===== config.mk =====
export PLATFORM = sky130hd
export DESIGN_NAME = regfile_wb_arbiter
export DESIGN_NICKNAME = d
export VERILOG_FILES = /design/src/rtl/ariane_pkg.sv /design/src/rtl/config_pkg.sv /design/src/rtl/rr_multi_grant.sv /design/src/rtl/regfile_wb_arbiter.sv
export SDC_FILE = /design/constraint.sdc
export NUM_CORES = 1
export LEC_CHECK = 0
export CORE_ASPECT_RATIO = 0.7
export CORE_MARGIN = 2
export CORE_UTILIZATION = 45
export CTS_CLUSTER_DIAMETER = 100
export DETAILED_ROUTE_END_ITERATION = 8
export PLACE_DENSITY = 0.78
export SETUP_SLACK_MARGIN = 0.1
export SYNTH_ARGS = -nofsm -noshare
export SYNTH_HDL_FRONTEND = slang
export SYNTH_SLANG_ARGS = --single-unit

===== constraint.sdc =====
create_clock -name clk_i -period 6.8 [get_ports clk_i]
set_input_delay 0.68 -clock clk_i [delete_from_list [all_inputs] [get_ports clk_i]]
set_output_delay 0.68 -clock clk_i [all_outputs]
set_load 0.01 [all_outputs]

===== src/rtl/ariane_pkg.sv =====
// Shared core types. The writeback holding entry is also used by the issue logic.
package ariane_pkg;

    // Entry data is sized for the widest datapath. Narrower users keep only the low bits.
    localparam int unsigned WB_MAX_DATA_WIDTH = 64;

    typedef struct packed {
        logic                         valid;
        logic [4:0]                   addr;
        logic [WB_MAX_DATA_WIDTH-1:0] data;
    } wb_entry_t;

endpackage


===== src/rtl/config_pkg.sv =====
// Core configuration slice. Only the fields that the writeback arbiter reads are defined here.
package config_pkg;

    typedef struct packed {
        int unsigned NrCommitPorts;
    } cva6_cfg_t;

    localparam cva6_cfg_t cva6_cfg_empty = '{NrCommitPorts: 32'd2};

endpackage


===== src/rtl/rr_multi_grant.sv =====
// Round-robin selector that grants up to NR_GNT requests per cycle.
// A request whose destination matches an already-granted one is skipped.
module rr_multi_grant #(
    parameter int unsigned  NR_REQ = 4,
    parameter int unsigned  NR_GNT = 2,
    localparam int unsigned IDX_W  = $clog2(NR_REQ)
) (
    input  logic [NR_REQ-1:0]             req_i,
    input  logic [NR_REQ-1:0][4:0]        addr_i,
    input  logic [IDX_W-1:0]              rr_i,
    output logic [NR_GNT-1:0][NR_REQ-1:0] gnt_o,
    output logic [NR_GNT-1:0][IDX_W-1:0]  idx_o,
    output logic [NR_GNT-1:0]             gnt_valid_o
);

    int unsigned       pos;
    logic [IDX_W-1:0]  cand;
    logic              blocked;
    logic [NR_REQ-1:0] taken;

    // Each port independently takes the first unblocked request in rotation order.
    // Earlier ports' picks are excluded, which gives the same result as one sequential scan.
    always_comb begin
        gnt_o       = '0;
        idx_o       = '0;
        gnt_valid_o = '0;
        taken       = '0;
        pos         = 0;
        cand        = '0;
        blocked     = 1'b0;
        for (int unsigned p = 0; p < NR_GNT; p++) begin
            for (int unsigned k = 0; k < NR_REQ; k++) begin
                pos = 32'(rr_i) + k;
                if (pos >= NR_REQ) pos = pos - NR_REQ;
                cand    = IDX_W'(pos);
                blocked = ~req_i[cand];
                for (int unsigned j = 0; j < NR_REQ; j++) begin
                    if (taken[j] && addr_i[j] == addr_i[cand]) blocked = 1'b1;
                end
                if (!gnt_valid_o[p] && !blocked) begin
                    gnt_valid_o[p]    = 1'b1;
                    gnt_o[p][cand]    = 1'b1;
                    idx_o[p]          = cand;
                end
            end
            taken = taken | gnt_o[p];
        end
    end

endmodule


===== src/rtl/regfile_wb_arbiter.sv =====
// Buffers one result per functional unit and arbitrates the buffered results onto the regfile write ports.
module regfile_wb_arbiter
    import ariane_pkg::*;
#(
    parameter config_pkg::cva6_cfg_t CVA6Cfg        = config_pkg::cva6_cfg_empty,
    parameter int unsigned           DATA_WIDTH     = 32,
    parameter int unsigned           NR_SRC         = 4,
    localparam int unsigned          NR_WRITE_PORTS = CVA6Cfg.NrCommitPorts
) (
    input  logic                                       clk_i,
    input  logic                                       rst_ni,
    input  logic                                       flush_i,
    input  logic [NR_SRC-1:0]                          src_valid_i,
    output logic [NR_SRC-1:0]                          src_ready_o,
    input  logic [NR_SRC-1:0][4:0]                     src_waddr_i,
    input  logic [NR_SRC-1:0][DATA_WIDTH-1:0]          src_wdata_i,
    output logic [NR_WRITE_PORTS-1:0][4:0]             waddr_o,
    output logic [NR_WRITE_PORTS-1:0][DATA_WIDTH-1:0]  wdata_o,
    output logic [NR_WRITE_PORTS-1:0]                  we_o,
    output logic [31:0]                                pending_o
);

    localparam int unsigned IDX_W = $clog2(NR_SRC);

    wb_entry_t                               entry_q [NR_SRC];
    wb_entry_t                               entry_d [NR_SRC];
    logic [IDX_W-1:0]                        rr_q, rr_d;
    logic [NR_SRC-1:0]                       req, granted;
    logic [NR_SRC-1:0][4:0]                  entry_addr;
    logic [NR_WRITE_PORTS-1:0][NR_SRC-1:0]   gnt;
    logic [NR_WRITE_PORTS-1:0][IDX_W-1:0]    gnt_idx;
    logic [NR_WRITE_PORTS-1:0]               gnt_valid;

    always_comb begin
        req        = '0;
        entry_addr = '0;
        for (int unsigned i = 0; i < NR_SRC; i++) begin
            req[i]        = entry_q[i].valid & ~flush_i;
            entry_addr[i] = entry_q[i].addr;
        end
    end

    rr_multi_grant #(
        .NR_REQ (NR_SRC),
        .NR_GNT (NR_WRITE_PORTS)
    ) i_rr_multi_grant (
        .req_i       (req),
        .addr_i      (entry_addr),
        .rr_i        (rr_q),
        .gnt_o       (gnt),
        .idx_o       (gnt_idx),
        .gnt_valid_o (gnt_valid)
    );

    always_comb begin
        granted = '0;
        for (int unsigned p = 0; p < NR_WRITE_PORTS; p++) granted = granted | gnt[p];
    end

    // Writes to x0 are always taken and dropped, even during a flush.
    always_comb begin
        src_ready_o = '0;
        for (int unsigned i = 0; i < NR_SRC; i++) begin
            src_ready_o[i] = (src_waddr_i[i] == 5'd0) |
                             (~flush_i & (~entry_q[i].valid | granted[i]));
        end
    end

    always_comb begin
        entry_d = entry_q;
        for (int unsigned i = 0; i < NR_SRC; i++) begin
            if (flush_i) begin
                entry_d[i].valid = 1'b0;
            end else if (src_valid_i[i] && src_ready_o[i] && src_waddr_i[i] != 5'd0) begin
                entry_d[i].valid = 1'b1;
                entry_d[i].addr  = src_waddr_i[i];
                entry_d[i].data  = WB_MAX_DATA_WIDTH'(src_wdata_i[i]);
            end else if (granted[i]) begin
                entry_d[i].valid = 1'b0;
            end
        end
    end

    always_comb begin
        rr_d = rr_q;
        for (int unsigned p = 0; p < NR_WRITE_PORTS; p++) begin
            if (gnt_valid[p]) begin
                rr_d = (gnt_idx[p] == IDX_W'(NR_SRC - 1)) ? '0 : gnt_idx[p] + IDX_W'(1);
            end
        end
    end

    always_comb begin
        we_o    = '0;
        waddr_o = '0;
        wdata_o = '0;
        for (int unsigned p = 0; p < NR_WRITE_PORTS; p++) begin
            if (gnt_valid[p]) begin
                we_o[p]    = 1'b1;
                waddr_o[p] = entry_q[gnt_idx[p]].addr;
                wdata_o[p] = entry_q[gnt_idx[p]].data[DATA_WIDTH-1:0];
            end
        end
    end

    always_comb begin
        pending_o = '0;
        for (int unsigned i = 0; i < NR_SRC; i++) begin
            if (entry_q[i].valid) pending_o[entry_q[i].addr] = 1'b1;
        end
        pending_o[0] = 1'b0;
    end

    // Only the valid bits and the pointer are reset. The address and data fields are not.
    always_ff @(posedge clk_i or negedge rst_ni) begin
        if (!rst_ni) begin
            rr_q <= '0;
            for (int unsigned i = 0; i < NR_SRC; i++) entry_q[i].valid <= 1'b0;
        end else begin
            rr_q    <= rr_d;
            entry_q <= entry_d;
        end
    end

endmodule


==> metrics.cfg <==
[route]
drt-wirelength-per-cell_um=24.6
drt_iter0_drc=935
vias_per_std_cell=6.23
routed_wirelength_um=34700
via_count=8780
drt_pass1_iterations=5
detail_route.drc_violations=0
final_antenna_net_count=0

[power_and_ir_drop]
p_total_mw=5.91
share_seq_of_total_power=0.201
power.density_mw_per_mm2=429
switching_share=0.414
power_switching_mw=2.45
power.combinational.fraction=0.637
power_frac_clock=0.162
power_report.internal_total_mw=3.46
vdd.ir_drop.worst_uv=319
p_leak_nw=4.62

[min_path]
hold_path.class=in2async

[timing]
finalHoldViolCount=0
finalCritPeriodShare=0.936
setup_viol=0
grt_setup_unrepaired=false
timing.hold.ws_ns=0.543
clock-skew-final_ns=0.0178
max_slew.worst_pin.slew_ns=1.39
timing.final.crit_period_ns=6.37
timing.max_slew.rel_slack=0.0740
timing.final.ws_setup_ns=0.434
max_clock_freq_mhz=157
finalMaxSlewViolations=0
timing.setup.tns_ns=0

[placement]
dpl_worst_slack_ns=0.723
dp_hpwl_um=24400
finalWeightedCongestion=0.941
placement.io_buffers=265

[yosys]
ys_warn_count=0
synth_fp_nets=1020
post_synth.cell_area_avg_um2=12.0
yosys_register_bits=154
yosys.area.top_type_share=0.432
synth_edf_count=148
postSynth.asyncResetShare=0.0390
synth-seq-area-share=0.447
synth.area.top_cells=sky130_fd_sc_hd__edfxtp_1 43%, sky130_fd_sc_hd__mux2i_1 9.3%, sky130_fd_sc_hd__mux4_2 8.5%
netlist_area_mm2=0.0103
post-synth-top-count-cell=sky130_fd_sc_hd__edfxtp_1
netlist_instances=858
post_synth_num_cell_types=72
post_synthesis_cell_type_with_the_largest_combined_area=sky130_fd_sc_hd__edfxtp_1
postSynth.topFlopCell=sky130_fd_sc_hd__edfxtp_1
yosys-top-cells-count=148 x sky130_fd_sc_hd__edfxtp_1, 96 x sky130_fd_sc_hd__mux2i_1, 46 x sky130_fd_sc_hd__clkbuf_1, 44 x sky130_fd_sc_hd__xnor2_1, 41 x sky130_fd_sc_hd__and2_1

[cts]
tritoncts=done
post_cts.resized_instances=0
cts.htree.levels=4
holdBufCountCts=0
ctsLongestPathBuffers=2
cts_inserted_buffers=17
post-cts-setup-buffers=0
clk_pin_slew_ns=0.07
clockRootBuffer=sky130_fd_sc_hd__clkbuf_16
clkLatencyLatePin_ns=0.43
clock_sinks=154

[global_route]
grt_pass1_wl_um=51600
grt_antenna_before_repair=2
grt_overflow_total=0
grt_start_max_net_pins=38
groute.usage.overall=0.286
first_global_vias=8654

[floorplan]
pin_count=267
floorplan.initialDensity=0.456
core_region_area_mm2=0.0226
die_x_um=185
row_count=46
design.die.area_mm2=0.0241
fp.dieH_um=130

[final_layout]
synthesis_to_finish_area_growth_pct=33.9
final_net_count=1246
post_route_cells_drive_above_1_share=0.130
fill_cells=1800

[critical_path]
critPathMaxFanout=19
cp.arrival_ns=5.69
crit_path_end_kind=output pin
start_kind=register
critical_path_class=reg2out
required_arrival_time_at_the_worst_endpoint_ns=6.12
cell_depth_of_the_worst_flop_to_flop_path=14

[flow_run]
drv_cap=0

[outcome]
status=complete, no violations

## power by group through the flow
stage | registers [mW] | logic (mW) | clock network [mW]
after CTS | 1.18 | 3.73 | 0.973
after floorplan | 1.16 | 2.43 | 0
after detailed placement | 1.20 | 3.71 | 0
after global routing | 1.19 | 3.99 | 1.01
after global placement | 1.20 | 3.69 | 0
final | 1.19 | 3.76 | 0.954
## layout make-up
| type | count | area, um^2 | share of cell area |
|---|---|---|---|
| clock buffer | 17 | 425 | 0.0309 |
| clock inverter | 15 | 173 | 0.0125 |
| inverter | 21 | 78.8 | 0.00573 |
| sequential | 154 | 4600 | 0.334 |
| tap | 312 | 390 | 0.0284 |
| timing repair buffer | 288 | 2860 | 0.208 |
| multi-input combinational | 602 | 5230 | 0.380 |
| antenna | 1 | 2.50 | 0.000182 |
## logic make-up (layout without fill, tap and decap cells)
kind of cell | Yosys count | count (layout) | synth area share
flops | 154 | 154 | 0.447
simple gates | 221 | 222 | 0.126
compound gates | 181 | 181 | 0.140
mux | 137 | 137 | 0.182
other cells | 1 | 2 | 0.000365
buf+inv | 103 | 341 | 0.0506
fa+ha+maj | 7 | 7 | 0.00852
xor+xnor | 54 | 54 | 0.0460
## through the flow
stage	cell area (um^2)	utilization	cells
global route	13800	0.610	1409
CTS	13700	0.609	1408
floorplan	10300	-	858
finish	13800	0.610	1410
detailed placement	13100	0.583	1376
global placement	13100	0.583	1376
## critical path, cell delays in order, from the launching register on
cell and delay, ns:
sky130_fd_sc_hd__dfrtp_2 0.53, sky130_fd_sc_hd__inv_1 0.27, sky130_fd_sc_hd__ha_1 0.52, sky130_fd_sc_hd__buf_4 0.29, sky130_fd_sc_hd__nand2b_1 0.13, sky130_fd_sc_hd__o22a_1 0.28
sky130_fd_sc_hd__and4_4 0.23, sky130_fd_sc_hd__nor4_4 0.35, sky130_fd_sc_hd__o22ai_1 0.19, sky130_fd_sc_hd__or4b_1 0.51, sky130_fd_sc_hd__a2111o_1 0.49, sky130_fd_sc_hd__nand4_4 0.25
sky130_fd_sc_hd__buf_4 0.30, sky130_fd_sc_hd__mux2i_1 0.31, sky130_fd_sc_hd__o22ai_2 0.11, sky130_fd_sc_hd__clkdlybuf4s50_1 0.49
## sequential cells by signal (all words and copies together), names as in the netlist, named ones only
register,flops
entry_q,132
entry_addr,20
rr_q,1
## layout by cell type (no fill, tap or decap), types with 9 or more instances in the layout
| cell type | netlist | layout |
|---|---|---|
| sky130_fd_sc_hd__inv_1 | 21 | 21 |
| sky130_fd_sc_hd__nor3b_1 | 9 | 9 |
| sky130_fd_sc_hd__o221ai_1 | 18 | 18 |
| sky130_fd_sc_hd__mux4_2 | 39 | 39 |
| sky130_fd_sc_hd__a22oi_1 | 24 | 24 |
| sky130_fd_sc_hd__o22ai_2 | 20 | 20 |
| sky130_fd_sc_hd__a221o_1 | 12 | 12 |
| sky130_fd_sc_hd__nor2_1 | 27 | 27 |
| sky130_fd_sc_hd__xnor2_1 | 44 | 44 |
| sky130_fd_sc_hd__o22ai_1 | 38 | 38 |
| sky130_fd_sc_hd__mux2i_1 | 96 | 96 |
| sky130_fd_sc_hd__clkbuf_16 | 0 | 17 |
| sky130_fd_sc_hd__nand3_1 | 16 | 16 |
| sky130_fd_sc_hd__nand2_1 | 35 | 35 |
| sky130_fd_sc_hd__edfxtp_1 | 148 | 148 |
| sky130_fd_sc_hd__o21ai_0 | 11 | 10 |
| sky130_fd_sc_hd__nand3b_1 | 13 | 13 |
| sky130_fd_sc_hd__xor2_1 | 10 | 10 |
| sky130_fd_sc_hd__nor3_1 | 26 | 22 |
| sky130_fd_sc_hd__and2_1 | 41 | 40 |
| sky130_fd_sc_hd__buf_4 | 4 | 20 |
| sky130_fd_sc_hd__a21oi_1 | 11 | 11 |
| sky130_fd_sc_hd__clkdlybuf4s50_1 | 0 | 265 |
## per-layer routing
metal,track usage,wire (um),vias to the layer above
met5,0,0,-
met4,0.0920,840,0
met3,0.0726,3810,59
met2,0.446,15900,606
met1,0.396,14200,4285
li1,-,-,3830
## path summary, 6_finish.rpt
check,start,end,slack (ns)
max,register,wdata_o[52],0.43
min,rst_ni,entry_q[279],0.54
max reg2reg,register,entry_q[5],1.57
min reg2reg,rr_q[1],rr_q[1],1.03
max in group asynchronous,rst_ni,asynchronous set/reset pin,5.95
min in group clk_i,src_wdata_i[70],entry_q[76],0.80
Note: power is estimated with default switching activity, not from simulation.
